<file path="src/rtl/ext_code_sequencer.sv">
// Trigger-driven playback of an 8-entry code/dwell table, stepping from a host-chosen
// last index down to entry 0 and holding each code for its programmed dwell.
module ext_code_sequencer #(
    parameter int unsigned NUM_ENTRIES = 8,
    parameter int unsigned IDX_W       = 3,
    parameter int unsigned CODE_W      = 32,
    parameter int unsigned DWELL_W     = 16
) (
    input  logic               iClk,
    input  logic               iRst,
    input  logic               iWR_FLAG,
    input  logic [IDX_W-1:0]   iWR_ADDR,
    input  logic [CODE_W-1:0]  iWR_CODE,
    input  logic [DWELL_W-1:0] iWR_DWELL,
    input  logic [IDX_W-1:0]   iLAST_INDEX,
    input  logic               iStart,
    input  logic               iAbort,
    input  logic               iTrigger,
    output logic [CODE_W-1:0]  oCode,
    output logic               oCodeValid,
    output logic [IDX_W-1:0]   oIndex,
    output logic               oBusy,
    output logic               oDone,
    output logic               oWrErr
);

    localparam logic [1:0] StIdle  = 2'd0;
    localparam logic [1:0] StArmed = 2'd1;
    localparam logic [1:0] StPlay  = 2'd2;

    localparam logic [DWELL_W-1:0] DwellOne = {{(DWELL_W-1){1'b0}}, 1'b1};

    logic [1:0]         state_q, state_d;
    logic [IDX_W-1:0]   idx_q, idx_d;
    logic [CODE_W-1:0]  code_q, code_d;
    logic               valid_q, valid_d;
    logic [DWELL_W-1:0] cnt_q, cnt_d;
    logic               done_q, done_d;
    logic               wr_err_q, wr_err_d;

    logic [CODE_W-1:0]  code_tbl_q  [NUM_ENTRIES];
    logic [DWELL_W-1:0] dwell_tbl_q [NUM_ENTRIES];

    logic trig_meta_q, trig_sync_q, trig_prev_q, trig_edge_q;

    logic               wr_en;
    logic [DWELL_W-1:0] dwell_sel;
    logic [DWELL_W-1:0] dwell_load;

    assign wr_en      = iWR_FLAG && (state_q == StIdle);
    assign dwell_sel  = dwell_tbl_q[idx_q];
    assign dwell_load = (dwell_sel == '0) ? DwellOne : dwell_sel;

    // Two-flop synchronizer, then a registered rising-edge pulse.
    always_ff @(posedge iClk) begin
        if (!iRst) begin
            trig_meta_q <= 1'b0;
            trig_sync_q <= 1'b0;
            trig_prev_q <= 1'b0;
            trig_edge_q <= 1'b0;
        end else begin
            trig_meta_q <= iTrigger;
            trig_sync_q <= trig_meta_q;
            trig_prev_q <= trig_sync_q;
            trig_edge_q <= trig_sync_q & ~trig_prev_q;
        end
    end

    always_ff @(posedge iClk) begin
        if (!iRst) begin
            for (int i = 0; i < NUM_ENTRIES; i++) begin
                code_tbl_q[i]  <= '0;
                dwell_tbl_q[i] <= '0;
            end
        end else if (wr_en) begin
            code_tbl_q[iWR_ADDR]  <= iWR_CODE;
            dwell_tbl_q[iWR_ADDR] <= iWR_DWELL;
        end
    end

    always_comb begin
        state_d  = state_q;
        idx_d    = idx_q;
        code_d   = code_q;
        valid_d  = valid_q;
        cnt_d    = cnt_q;
        done_d   = 1'b0;
        wr_err_d = iWR_FLAG && (state_q != StIdle);

        if (iAbort && (state_q != StIdle)) begin
            state_d = StIdle;
            code_d  = '0;
            valid_d = 1'b0;
            cnt_d   = '0;
        end else begin
            case (state_q)
                StIdle: begin
                    if (iStart) begin
                        idx_d   = iLAST_INDEX;
                        state_d = StArmed;
                    end
                end
                StArmed: begin
                    if (trig_edge_q) begin
                        code_d  = code_tbl_q[idx_q];
                        cnt_d   = dwell_load;
                        valid_d = 1'b1;
                        state_d = StPlay;
                    end
                end
                StPlay: begin
                    if (cnt_q == DwellOne) begin
                        code_d  = '0;
                        valid_d = 1'b0;
                        cnt_d   = '0;
                        if (idx_q == '0) begin
                            done_d  = 1'b1;
                            state_d = StIdle;
                        end else begin
                            idx_d   = idx_q - 1'b1;
                            state_d = StArmed;
                        end
                    end else begin
                        cnt_d = cnt_q - 1'b1;
                    end
                end
                default: begin
                    state_d = StIdle;
                    code_d  = '0;
                    valid_d = 1'b0;
                    cnt_d   = '0;
                end
            endcase
        end
    end

    always_ff @(posedge iClk) begin
        if (!iRst) begin
            state_q  <= StIdle;
            idx_q    <= '0;
            code_q   <= '0;
            valid_q  <= 1'b0;
            cnt_q    <= '0;
            done_q   <= 1'b0;
            wr_err_q <= 1'b0;
        end else begin
            state_q  <= state_d;
            idx_q    <= idx_d;
            code_q   <= code_d;
            valid_q  <= valid_d;
            cnt_q    <= cnt_d;
            done_q   <= done_d;
            wr_err_q <= wr_err_d;
        end
    end

    assign oCode      = code_q;
    assign oCodeValid = valid_q;
    assign oIndex     = idx_q;
    assign oBusy      = (state_q != StIdle);
    assign oDone      = done_q;
    assign oWrErr     = wr_err_q;

endmodule

</file>
<file path="config.mk">
export PLATFORM = sky130hd
export DESIGN_NAME = ext_code_sequencer
export DESIGN_NICKNAME = d
export VERILOG_FILES = /design/src/rtl/ext_code_sequencer.sv
export SDC_FILE = /design/constraint.sdc
export NUM_CORES = 1
export LEC_CHECK = 0
export ABC_CLOCK_PERIOD_IN_PS = 6100
export CAP_MARGIN = 5
export CORE_MARGIN = 1
export CORE_UTILIZATION = 60
export CTS_CLUSTER_DIAMETER = 100
export CTS_CLUSTER_SIZE = 12
export DETAILED_ROUTE_END_ITERATION = 6
export PLACE_DENSITY = 0.82
export SKIP_LAST_GASP = 1
export SLEW_MARGIN = 20
export SYNTH_ARGS = -nofsm -noshare
export SYNTH_HDL_FRONTEND = slang
export SYNTH_SLANG_ARGS = --single-unit
</file>
<file path="constraint.sdc">
create_clock -name iClk -period 6.1 [get_ports iClk]
set_input_delay 0.61 -clock iClk [delete_from_list [all_inputs] [get_ports iClk]]
set_output_delay 0.61 -clock iClk [all_outputs]
set_load 0.02 [all_outputs]
</file>
==> impl_summary.log, run 1 <==
[metrics] run status: finished clean
[metrics] RSZ-0062 raised after global routing: false
[metrics] kind of end point of the critical path: register
[metrics] stage delay of the slowest cell on the critical path: 690 ps
[metrics] number of cell instances on the worst register-to-register path: 7
[metrics] number of buffer cells added on primary ports: slightly below 100
[metrics] cell family with most CP delay: buffers and inverters
[metrics] most numerous cell on the critical path: sky130_fd_sc_hd__buf_4
[metrics] layout cells sized above 1: roughly 16%
[metrics] filler-free cell count of the finished design: 1911
[metrics] number of antenna violations at the first check in global routing: 0
[metrics] final estimated routing congestion in global placement: 0.8088
[metrics] io pins: 99
[metrics] global routing usage summed across all routing layers: around 27%
[metrics] dominant register cell in the synthesized netlist: sky130_fd_sc_hd__edfxtp_1
[metrics] nets@finish: 1503
[metrics] number of enable flip-flop cells after synthesis: around 380
[metrics] number of global-route vias before repair: 11930
[metrics] critical path launch point: iRst
[metrics] count leader, synth: sky130_fd_sc_hd__and2_1
[metrics] worst hold path cell count: 1
[metrics] maximum clock path buffer count: 3
[metrics] chip width: about 180 microns
[metrics] leftover overflow at the end of global routing: 0
[metrics] filler instances: roughly 2100
[metrics] Max Clock Freq: between 200 and 300 MHz
[metrics] Levels on crit path: 7
[metrics] cell type with the highest aggregate area in the netlist: sky130_fd_sc_hd__edfxtp_1
[metrics] Final Cycle Share: between 60 and 70%
[metrics] DRC violation count after routing: 0
[metrics] pwr/cell area: 298.0 mW/mm^2
[metrics] maximum number of pins on one net before global-route repair: 70
[metrics] number of iterations in the first detailed-routing pass: 5
[metrics] Post-Syn Area per Cell: 14.66 sq um
[metrics] number of vias in the routed layout: ~12000
[metrics] Clock Skews: ~13 ps
[metrics] critical path cell sequence: clkdlybuf4s50_1, buf_4, nand4_1, nor3_2, buf_4, nand2b_2, buf_4
[metrics] count of endpoints failing setup in the final report: 0
[metrics] sequential fraction of the synthesis area: 64.29%
[metrics] register area: about 0.013 sq mm
[metrics] HPWL after detailed placement: between 20000 and 30000 microns
[metrics] post-cts sizing count: 0
[metrics] wire length of the first global-routing pass: approximately 68000 microns
[metrics] share of flip-flops with an asynchronous set or reset: 0%
[metrics] worst hold path startpoint: trig_prev_q
[metrics] count of final hold-check violations: 0
[metrics] number of placement rows: between 60 and 70
[metrics] Crit path required time: roughly 6300 ps
[metrics] Final Routed Wirelength: around 44000 microns
[metrics] CTS Buf Count: 43
[metrics] routed length per instance: approximately 23 microns
[metrics] starting density of the core: about three fifths
[metrics] Setup Buffers After CTS: 0
[metrics] hold buffers post-CTS: 0
[metrics] maximum resistive drop on vdd: between 0.2 and 0.25 mV
[metrics] later-pin clock latency in the skew report: approximately 540 ps
[metrics] cell leakage power: about 8 nW
[metrics] worst-margin pin slew: 964.6 ps
[metrics] Max FO, Critical Path: 49
[metrics] data arrival time of the worst path: around 4000 ps
[metrics] Antenna Nets Post-Route: 0
[metrics] slack of the critical path: 2278 ps
[metrics] startpoint type of the worst setup path: input pin
[metrics] number of synthesis warnings: 0
[metrics] classification of the worst-slack hold path: reg -> reg
[metrics] worst hold slack: just under 400 ps
[metrics] Max transition margin: ~36%
[metrics] synth unique cells: 55
[metrics] max-cap check violation count: 0
[metrics] Antenna Cells: 0
[metrics] most frequent cells after synthesis: 388 x sky130_fd_sc_hd__and2_1, 384 x sky130_fd_sc_hd__edfxtp_1, 96 x sky130_fd_sc_hd__mux4_2
[metrics] Area Growth Syn to Fin: 13.84%
[metrics] number of buffers and inverters on the critical path: 4
[metrics] area of the mapped netlist: 0.01990 sq mm
[metrics] area share of the largest cell type after synthesis: 57.95%
[metrics] Vias per Instance: approximately 6
[metrics] Core Region: between 0.03 and 0.04 sq mm
[metrics] Min Clock Period, post-route: ~3800 ps
[metrics] TritonCTS clock tree: yes
[metrics] cell types occupying the most area after synthesis: sky130_fd_sc_hd__edfxtp_1 58%, sky130_fd_sc_hd__and2_1 12%, sky130_fd_sc_hd__mux4_2 11%
[metrics] setup total negative slack: 0 ps
[metrics] type of the setup path with the least slack: in -> reg
[metrics] count of final max-slew check failures: 0
[metrics] Crit-path slowest cell: sky130_fd_sc_hd__nand4_1
[metrics] FF-to-FF Start: state_q[0]
[metrics] number of levels in the clock H-tree: 2
[metrics] cell chosen for the clock root: sky130_fd_sc_hd__clkbuf_16
[metrics] number of clock sinks seen by CTS: ~450
[metrics] post-place setup slack: around 1700 ps
[metrics] number of instances in the synthesized netlist: around 1400
[metrics] nets in the synthesized netlist: 1425
[metrics] number of storage elements in the synthesis netlist: between 400 and 500
[metrics] die outline height: 184.1 microns
[metrics] area occupied by multi-input gates: 0.006798 sq mm
[metrics] total die area: around 0.034 sq mm
[metrics] clock-pin slew of the registers on the worst-case setup and hold paths: roughly 60 ps
[metrics] violation count after the first detailed-routing iteration: 1181
[metrics] Placed Cells: between 1500 and 2000
[metrics by stage]
| stage | total power, mW | utilization, % | area, sq um |
|---|---|---|---|
| global route | 6.944 | 69.44 | 22650 |
| global placement | 4.335 | 65.59 | 21390 |
| finish | 6.751 | 69.44 | 22650 |
| CTS | 6.776 | 69.44 | 22650 |
| floorplan | 4.075 | - | 19900 |
| detailed placement | 4.364 | 65.59 | 21390 |
[path summary, 6_finish.rpt]
path | to | slack, ps
worst max-delay path | code_tbl_q[1][27] | 2280
worst min-delay path | trig_edge_q | 390
worst max register to register | code_tbl_q[1][27] | 2360
worst min register to register | trig_edge_q | 390
[cell usage in the layout (no fill, tap or decap), drive strengths merged, types with 2 or more instances in the layout]
cell | synthesis | layout
or4 | 2 | 2
nand3 | 38 | 38
xnor2 | 3 | 3
and2 | 388 | 388
dfxtp | 63 | 63
a31oi | 4 | 4
nand3b | 2 | 2
mux2i | 18 | 18
or3 | 2 | 2
clkdlybuf4s50 | 0 | 98
a221oi | 6 | 6
or2 | 2 | 2
nor4 | 4 | 4
nor2 | 35 | 35
ha | 8 | 8
nor2b | 5 | 5
nand2 | 48 | 48
o21ai | 11 | 11
buf | 21 | 27
edfxtp | 384 | 384
mux2 | 32 | 32
a41oi | 3 | 3
a221o | 2 | 2
a21oi | 47 | 47
inv | 12 | 14
nor3 | 9 | 9
xor2 | 4 | 4
clkbuf | 71 | 76
nand4 | 11 | 11
mux4 | 96 | 96
nand2b | 9 | 9
[registers in the layout, summed over array words and instances (netlist names), named ones only]
| signal | flops |
|---|---|
| code_tbl_q | 256 |
| dwell_tbl_q | 128 |
| oCode | 32 |
| cnt_q | 16 |
| oIndex | 3 |
| state_q | 2 |
| oCodeValid | 1 |
| oDone | 1 |
| oWrErr | 1 |
| trig_edge_q | 1 |
| trig_meta_q | 1 |
| trig_prev_q | 1 |
| trig_sync_q | 1 |
[metal layers]
| layer | routed length [microns] | part of all wire [%] | vias to the layer above | GRT usage (%) |
|---|---|---|---|---|
| met5 | 0 | 0 | - | 0 |
| met4 | 619 | 1.4 | 0 | 6.367 |
| met3 | 3420 | 7.8 | 56 | 4.663 |
| met2 | 22660 | 51 | 465 | 46.47 |
| met1 | 17400 | 39 | 5861 | 36.28 |
| li1 | - | - | 5135 | - |
[layout make-up]
type | count | share of cell area [%]
clock buffer | 76 | 5.391
clock inverter | 3 | 0.1602
inverter | 12 | 0.1989
multi-input combinational | 806 | 30.01
sequential | 447 | 56.52
tap | 442 | 2.442
timing repair buffer | 125 | 5.281
[cell families (layout without fill, tap and decap cells)]
| group | Yosys count | count (layout) | share of synthesized area (%) |
|---|---|---|---|
| and+or+nand+nor | 561 | 561 | 16.49 |
| DFF | 447 | 447 | 64.29 |
| muxes | 146 | 146 | 13.58 |
| buffers and inverters | 104 | 216 | 2.251 |
| AOI/OAI and AO/OA | 84 | 84 | 2.566 |
| adders and majority gates | 8 | 8 | 0.5031 |
| xor gates and xnor gates | 7 | 7 | 0.3081 |
[power breakdown]
part	internal, mW	leakage, nW	switching, mW
Sequential	3.45	4.49	0.0721
Clock	1.36	0.597	1.09
Combinational	0.323	2.85	0.454
No activity file was read; power rests on OpenSTA's default activity.
==> inputs of run 2 (changes only) <==
--- a/config.mk
+++ b/config.mk
@@ -5,14 +5,14 @@
 export SDC_FILE = /design/constraint.sdc
 export NUM_CORES = 1
 export LEC_CHECK = 0
-export ABC_CLOCK_PERIOD_IN_PS = 6100
+export ABC_CLOCK_PERIOD_IN_PS = 3400
 export CAP_MARGIN = 5
 export CORE_MARGIN = 1
-export CORE_UTILIZATION = 60
+export CORE_UTILIZATION = 54
 export CTS_CLUSTER_DIAMETER = 100
 export CTS_CLUSTER_SIZE = 12
 export DETAILED_ROUTE_END_ITERATION = 6
-export PLACE_DENSITY = 0.82
+export PLACE_DENSITY = 0.78
 export SKIP_LAST_GASP = 1
 export SLEW_MARGIN = 20
 export SYNTH_ARGS = -nofsm -noshare
==> constraint.sdc (replaced) <==
create_clock -name iClk -period 3.4 [get_ports iClk]
set_input_delay 0.34 -clock iClk [delete_from_list [all_inputs] [get_ports iClk]]
set_output_delay 0.34 -clock iClk [all_outputs]
set_load 0.02 [all_outputs]
==> impl_summary.log, run 2 (synthesized netlist as in run 1, its figures left out) <==
[metrics] TritonCTS clock tree: yes
[metrics] global routing usage summed across all routing layers: about a quarter
[metrics] total die area: approximately 0.038 sq mm
[metrics] most common cell after layout, fill and taps aside: sky130_fd_sc_hd__and2_1
[metrics] Largest Register: code_tbl_q
[metrics] classification of the worst-slack hold path: in -> reg
[metrics] Min Clock Period, post-route: about 2600 ps
[metrics] Max transition margin: 42.57%
[metrics] post-place setup slack: ~750 ps
[metrics] clock-pin slew of the registers on the worst-case setup and hold paths: about 60 ps
[metrics] highest-count cells in the layout ignoring fill and taps: 388 x sky130_fd_sc_hd__and2_1, 384 x sky130_fd_sc_hd__edfxtp_1, 98 x sky130_fd_sc_hd__clkdlybuf4s50_1
[metrics] kind of end point of the critical path: register
[metrics] type of the setup path with the least slack: reg -> reg
[metrics] met2 Resource Use GR: approximately 44%
[metrics] CTS Buf Count: 43
[metrics] wire length of the first global-routing pass: approximately 70000 microns
[metrics] number of antenna violations at the first check in global routing: 2
[metrics] die outline height: just under 200 microns
[metrics] number of clock sinks seen by CTS: 447
[metrics] Area Growth Syn to Fin: 15.04%
[metrics] most used routing layer: met2
[metrics] final estimated routing congestion in global placement: 0.8410
[metrics] io pins: around 100
[metrics] number of vias in the routed layout: 11710
[metrics] Core Region: ~0.036 sq mm
[metrics] pwr/cell area: approximately 530 mW/mm^2
[metrics] Crit-path slowest cell: sky130_fd_sc_hd__dfxtp_4
[metrics] Crit path required time: 3860 ps
[metrics] violation count after the first detailed-routing iteration: between 900 and 1000
[metrics] starting density of the core: 55.40%
[metrics] count of endpoints failing setup in the final report: 0
[metrics] slack of the critical path: 766.1 ps
[metrics] post-cts sizing count: 0
[metrics] maximum number of pins on one net before global-route repair: a little under 50
[metrics] data arrival time of the worst path: between 3000 and 4000 ps
[metrics] later-pin clock latency in the skew report: between 500 and 600 ps
[metrics] number of levels in the clock H-tree: 2
[metrics] RSZ-0062 raised after global routing: false
[metrics] layout cells sized above 1: 16.64%
[metrics] Vias per Instance: roughly 6.0
[metrics] run status: finished clean
[metrics] cell chosen for the clock root: sky130_fd_sc_hd__clkbuf_16
[metrics] number of buffer cells added on primary ports: roughly 100
[metrics] Final Cycle Share: 77.47%
[metrics] filler-free cell count of the finished design: 1946
[metrics] DRC violation count after routing: 0
[metrics] Max Clock Freq: 379.7 MHz
[metrics] critical path cell sequence: mux4_2, mux2i_1, nand4_1, or4_1, a31oi_1
[metrics] maximum clock path buffer count: 3
[metrics] hold buffers post-CTS: 0
[metrics] Final Routed Wirelength: 47230 microns
[metrics] Placed Cells: between 1500 and 2000
[metrics] number of flip-flops under the largest register name: between 200 and 300
[metrics] leftover overflow at the end of global routing: 0
[metrics] routed length per instance: between 20 and 25 microns
[metrics] Setup Buffers After CTS: 0
[metrics] worst-margin pin slew: approximately 860 ps
[metrics] Antenna Nets Post-Route: 0
[metrics] HPWL after detailed placement: around 27000 microns
[metrics] Clock Skews: roughly 16 ps
[metrics] chip width: about 190 microns
[metrics] number of buffers and inverters on the critical path: 0
[metrics] max-cap check violation count: 0
[metrics] count of final max-slew check failures: 0
[metrics] Max FO, Critical Path: 36
[metrics] cell family with most CP delay: multiplexers
[metrics] startpoint type of the worst setup path: register
[metrics] met1 Track Usage GR: 32.75%
[metrics] number of placement rows: between 60 and 70
[metrics] stage delay of the slowest cell on the critical path: around 800 ps
[metrics] setup total negative slack: 0 ps
[metrics] cell leakage power: approximately 8.0 nW
[metrics] Global Route met3 Usage: 4.331%
[metrics] nets@finish: 1521
[metrics] number of global-route vias before repair: between 10000 and 15000
[metrics] count of final hold-check violations: 0
[metrics] maximum resistive drop on vdd: around 0.4 mV
[metrics] number of iterations in the first detailed-routing pass: 5
-- run 2: cell count changes in the layout (fill, tap and decap cells not counted), sizes merged --
cell    change
clkbuf      -3
buf        +18
diode       +1
-- run 2: final timing paths --
path	startpoint	endpoint	slack, ps	depth (start not counted)
min	iTrigger	trig_meta_q	390	2
max reg2reg	register	cnt_q[0]	770	5
min reg2reg	trig_prev_q	trig_edge_q	400	1
max	register	cnt_q[0]	770	5
-- run 2: layout make-up --
cell class / instances / area, sq um
Multi-Input combinational cell: 806 / 6798
Clock inverter: 3 / 36.28
Inverter: 12 / 45.04
Clock buffer: 73 / 1210
Antenna cell: 1 / 2.502
Tap cell: 461 / 576.8
Fill cell: 2556 / 13030
Sequential cell: 447 / 12800
Timing Repair Buffer: 143 / 1419
-- run 2: per-stage QoR --
stage	hold slack [ps]	total power [mW]	cell area [sq um]	util, %
after CTS	384.8	12.20	22890	63.72
after floorplan	367.4	7.302	19900	-
after global routing	403.1	12.50	22890	63.72
final	391.4	12.15	22890	63.73
after global placement	387.7	7.820	21640	60.25
after detailed placement	391.7	7.864	21640	60.25
-- run 2: routing by layer --
| layer | part of all wire, % | up-vias |
|---|---|---|
| li1 | - | 5175 |
| met1 | 39 | 5920 |
| met2 | 51 | 523 |
| met3 | 8.4 | 83 |
| met4 | 2.2 | 4 |
| met5 | 0.057 | - |
-- run 2: power breakdown --
group          leakage (nW)  total, mW  internal [mW]  switching, mW
clock                 0.594       4.40           2.42           1.97
sequential             4.49       6.33           6.19          0.141
combinational          2.96       1.42          0.604          0.817
total                  8.04       12.1           9.22           2.93
-- run 2: worst register-to-register path, cell delays in order, from the launching register on --
cell,delay [ps]
sky130_fd_sc_hd__dfxtp_4,820
sky130_fd_sc_hd__mux4_2,590
sky130_fd_sc_hd__mux2i_1,290
sky130_fd_sc_hd__nand4_1,180
sky130_fd_sc_hd__or4_1,530
sky130_fd_sc_hd__a31oi_1,160
==> inputs of run 3 (changes only) <==
--- a/config.mk
+++ b/config.mk
@@ -5,14 +5,14 @@
 export SDC_FILE = /design/constraint.sdc
 export NUM_CORES = 1
 export LEC_CHECK = 0
-export ABC_CLOCK_PERIOD_IN_PS = 3400
+export ABC_CLOCK_PERIOD_IN_PS = 2650
 export CAP_MARGIN = 5
 export CORE_MARGIN = 1
-export CORE_UTILIZATION = 54
+export CORE_UTILIZATION = 60
 export CTS_CLUSTER_DIAMETER = 100
 export CTS_CLUSTER_SIZE = 12
 export DETAILED_ROUTE_END_ITERATION = 6
-export PLACE_DENSITY = 0.78
+export PLACE_DENSITY = 0.82
 export SKIP_LAST_GASP = 1
 export SLEW_MARGIN = 20
 export SYNTH_ARGS = -nofsm -noshare
==> constraint.sdc (replaced) <==
create_clock -name iClk -period 2.65 [get_ports iClk]
set_input_delay 0.265 -clock iClk [delete_from_list [all_inputs] [get_ports iClk]]
set_output_delay 0.265 -clock iClk [all_outputs]
set_load 0.02 [all_outputs]
==> impl_summary.log, run 3 (synthesized netlist as in run 1, its figures left out) <==
[metrics] cell leakage power: roughly 8.1 nW
[metrics] Crit-path slowest cell: sky130_fd_sc_hd__mux4_2
[metrics] Antenna Nets Post-Route: 0
[metrics] number of antenna violations at the first check in global routing: 1
[metrics] cell chosen for the clock root: sky130_fd_sc_hd__clkbuf_16
[metrics] wire length of the first global-routing pass: approximately 70000 microns
[metrics] maximum number of pins on one net before global-route repair: 39
[metrics] data arrival time of the worst path: roughly 2900 ps
[metrics] TritonCTS clock tree: yes
[metrics] number of iterations in the first detailed-routing pass: 5
[metrics] routed length per instance: 24.29 microns
[metrics] number of buffers and inverters on the critical path: 1
[metrics] total die area: between 0.03 and 0.04 sq mm
[metrics] number of buffer cells added on primary ports: 98
[metrics] pwr/cell area: between 600 and 700 mW/mm^2
[metrics] HPWL after detailed placement: approximately 26000 microns
[metrics] capture point of the worst reg-to-reg path: cnt_q[0]
[metrics] Final Cycle Share: 91.72%
[metrics] number of flip-flops under the largest register name: roughly 260
[metrics] most used routing layer: met2
[metrics] Max transition margin: a little over half
[metrics] Core Region: 0.03262 sq mm
[metrics] slack of the worst reg-to-reg path: 220 ps
[metrics] Largest Register: code_tbl_q
[metrics] Clock Skews: approximately 13 ps
[metrics] final estimated routing congestion in global placement: between 0.8 and 0.9
[metrics] die outline height: between 150 and 200 microns
[metrics] maximum clock path buffer count: 3
[metrics] max-cap check violation count: 0
[metrics] cell family with most CP delay: multiplexers
[metrics] Max FO, Critical Path: 13
[metrics] Vias per Instance: ~6.1
[metrics] met1 Track Usage GR: ~39%
[metrics] most common cell after layout, fill and taps aside: sky130_fd_sc_hd__and2_1
[metrics] chip width: 184.1 microns
[metrics] number of placement rows: 66
[metrics] layout cells sized above 1: around 17%
[metrics] number of global-route vias before repair: between 10000 and 15000
[metrics] violation count after the first detailed-routing iteration: 1212
[metrics] number of vias in the routed layout: approximately 12000
[metrics] DRC violation count after routing: 0
[metrics] classification of the worst-slack hold path: in -> reg
[metrics] kind of end point of the critical path: register
[metrics] final standard cell area without fillers: around 0.023 sq mm
[metrics] maximum resistive drop on vdd: between 0.5 and 0.6 mV
[metrics] worst hold slack: 317.0 ps
[metrics] number of levels in the clock H-tree: 2
[metrics] Power, Total: around 16 mW
[metrics] RSZ-0062 raised after global routing: false
[metrics] Antenna Cells: 0
[metrics] Global Route met3 Usage: between 5 and 6%
[metrics] critical path cell sequence: buf_4, mux4_2, mux2i_1, nand4_1, or4_1, a31oi_1
[metrics] CTS Buf Count: 43
[metrics] type of the setup path with the least slack: reg -> reg
[metrics] post-cts sizing count: 0
[metrics] count of final hold-check violations: 0
[metrics] hold buffers post-CTS: 0
[metrics] filler instances: 2087
[metrics] run status: finished clean
[metrics] met2 Resource Use GR: 47.56%
[metrics] later-pin clock latency in the skew report: ~550 ps
[metrics] hold path endpoint: trig_meta_q
[metrics] Placed Cells: around 1900
[metrics] Area Growth Syn to Fin: 15.92%
[metrics] Min Clock Period, post-route: around 2400 ps
[metrics] clock-pin slew of the registers on the worst-case setup and hold paths: around 70 ps
[metrics] starting density of the core: approximately three fifths
[metrics] count of final max-slew check failures: 0
[metrics] count of endpoints failing setup in the final report: 0
[metrics] worst hold path startpoint: iTrigger
[metrics] number of cell instances on the worst register-to-register path: 6
[metrics] total placed instance area: between 0.02 and 0.025 sq mm
[metrics] leftover overflow at the end of global routing: 0
[metrics] worst-margin pin slew: ~700 ps
[metrics] Max Clock Freq: 411.4 MHz
[metrics] Final Routed Wirelength: about 47000 microns
[metrics] filler-free cell count of the finished design: slightly below 2000
[metrics] worst hold path cell count: 2
[metrics] nets@finish: between 1500 and 2000
[metrics] Crit path required time: ~3100 ps
[metrics] number of clock sinks seen by CTS: around 450
[metrics] highest-count cells in the layout ignoring fill and taps: 388 x sky130_fd_sc_hd__and2_1, 384 x sky130_fd_sc_hd__edfxtp_1, 98 x sky130_fd_sc_hd__clkdlybuf4s50_1
[metrics] Setup Buffers After CTS: 0
[metrics] startpoint type of the worst setup path: register
[metrics] io pins: 99
[metrics] global routing usage summed across all routing layers: between 20% and 30%
[metrics] stage delay of the slowest cell on the critical path: roughly 540 ps
==> run 3: cell count changes in the layout (fill, tap and decap cells not counted), sizes merged <==
cell,change
buf,+15
diode,-1
clkbuf,+4
==> run 3: worst reg2reg max path, delay by kind of cell, from the launching register on <==
kind	cells	cell delay (ps)
AO/OA/AOI/OAI	1	170
multiplexers	2	840
AND/OR/NAND/NOR	2	580
flip-flops	1	460
buffers and inverters	1	320
==> run 3: through the flow <==
step	worst slack [ps]	util, %	TNS (ps)
after floorplan	-202.0	-	-58900
after CTS	249.8	70.71	0
after global routing	96.14	70.71	0
after detailed placement	265.5	66.84	0
after global placement	273.4	66.84	0
final	219.5	70.71	0
==> run 3: how the worst max path moves through the flow <==
stage	start	to	cells after the start
floorplan	state_q[0]	code_tbl_q[6][0]	5
global placement	register	cnt_q[0]	6
detailed placement	register	cnt_q[0]	6
CTS	register	cnt_q[0]	6
global route	register	cnt_q[0]	6
finish	register	cnt_q[0]	6
==> run 3: layer usage <==
layer | wire length [microns] | vias to the layer above
li1 | - | 5217
met1 | 18120 | 6009
met2 | 23320 | 629
met3 | 4665 | 97
met4 | 1128 | 2
met5 | 13 | -
==> run 3: area by class of cell <==
class / instances / area, sq um / area share [%]
inverters: 12 / 45.04 / 0.1953
flip-flops and latches: 447 / 12800 / 55.50
clock inverters: 3 / 36.28 / 0.1573
repair buffers: 158 / 1607 / 6.965
multi-input cells: 806 / 6798 / 29.47
clock buffers: 77 / 1225 / 5.311
well taps: 442 / 553.0 / 2.398
==> run 3: power breakdown <==
part           internal [mW]  switching (mW)  leakage, nW
Combinational          0.837            1.14         3.06
Clock                   3.13            2.54        0.599
Sequential              7.94           0.124         4.49
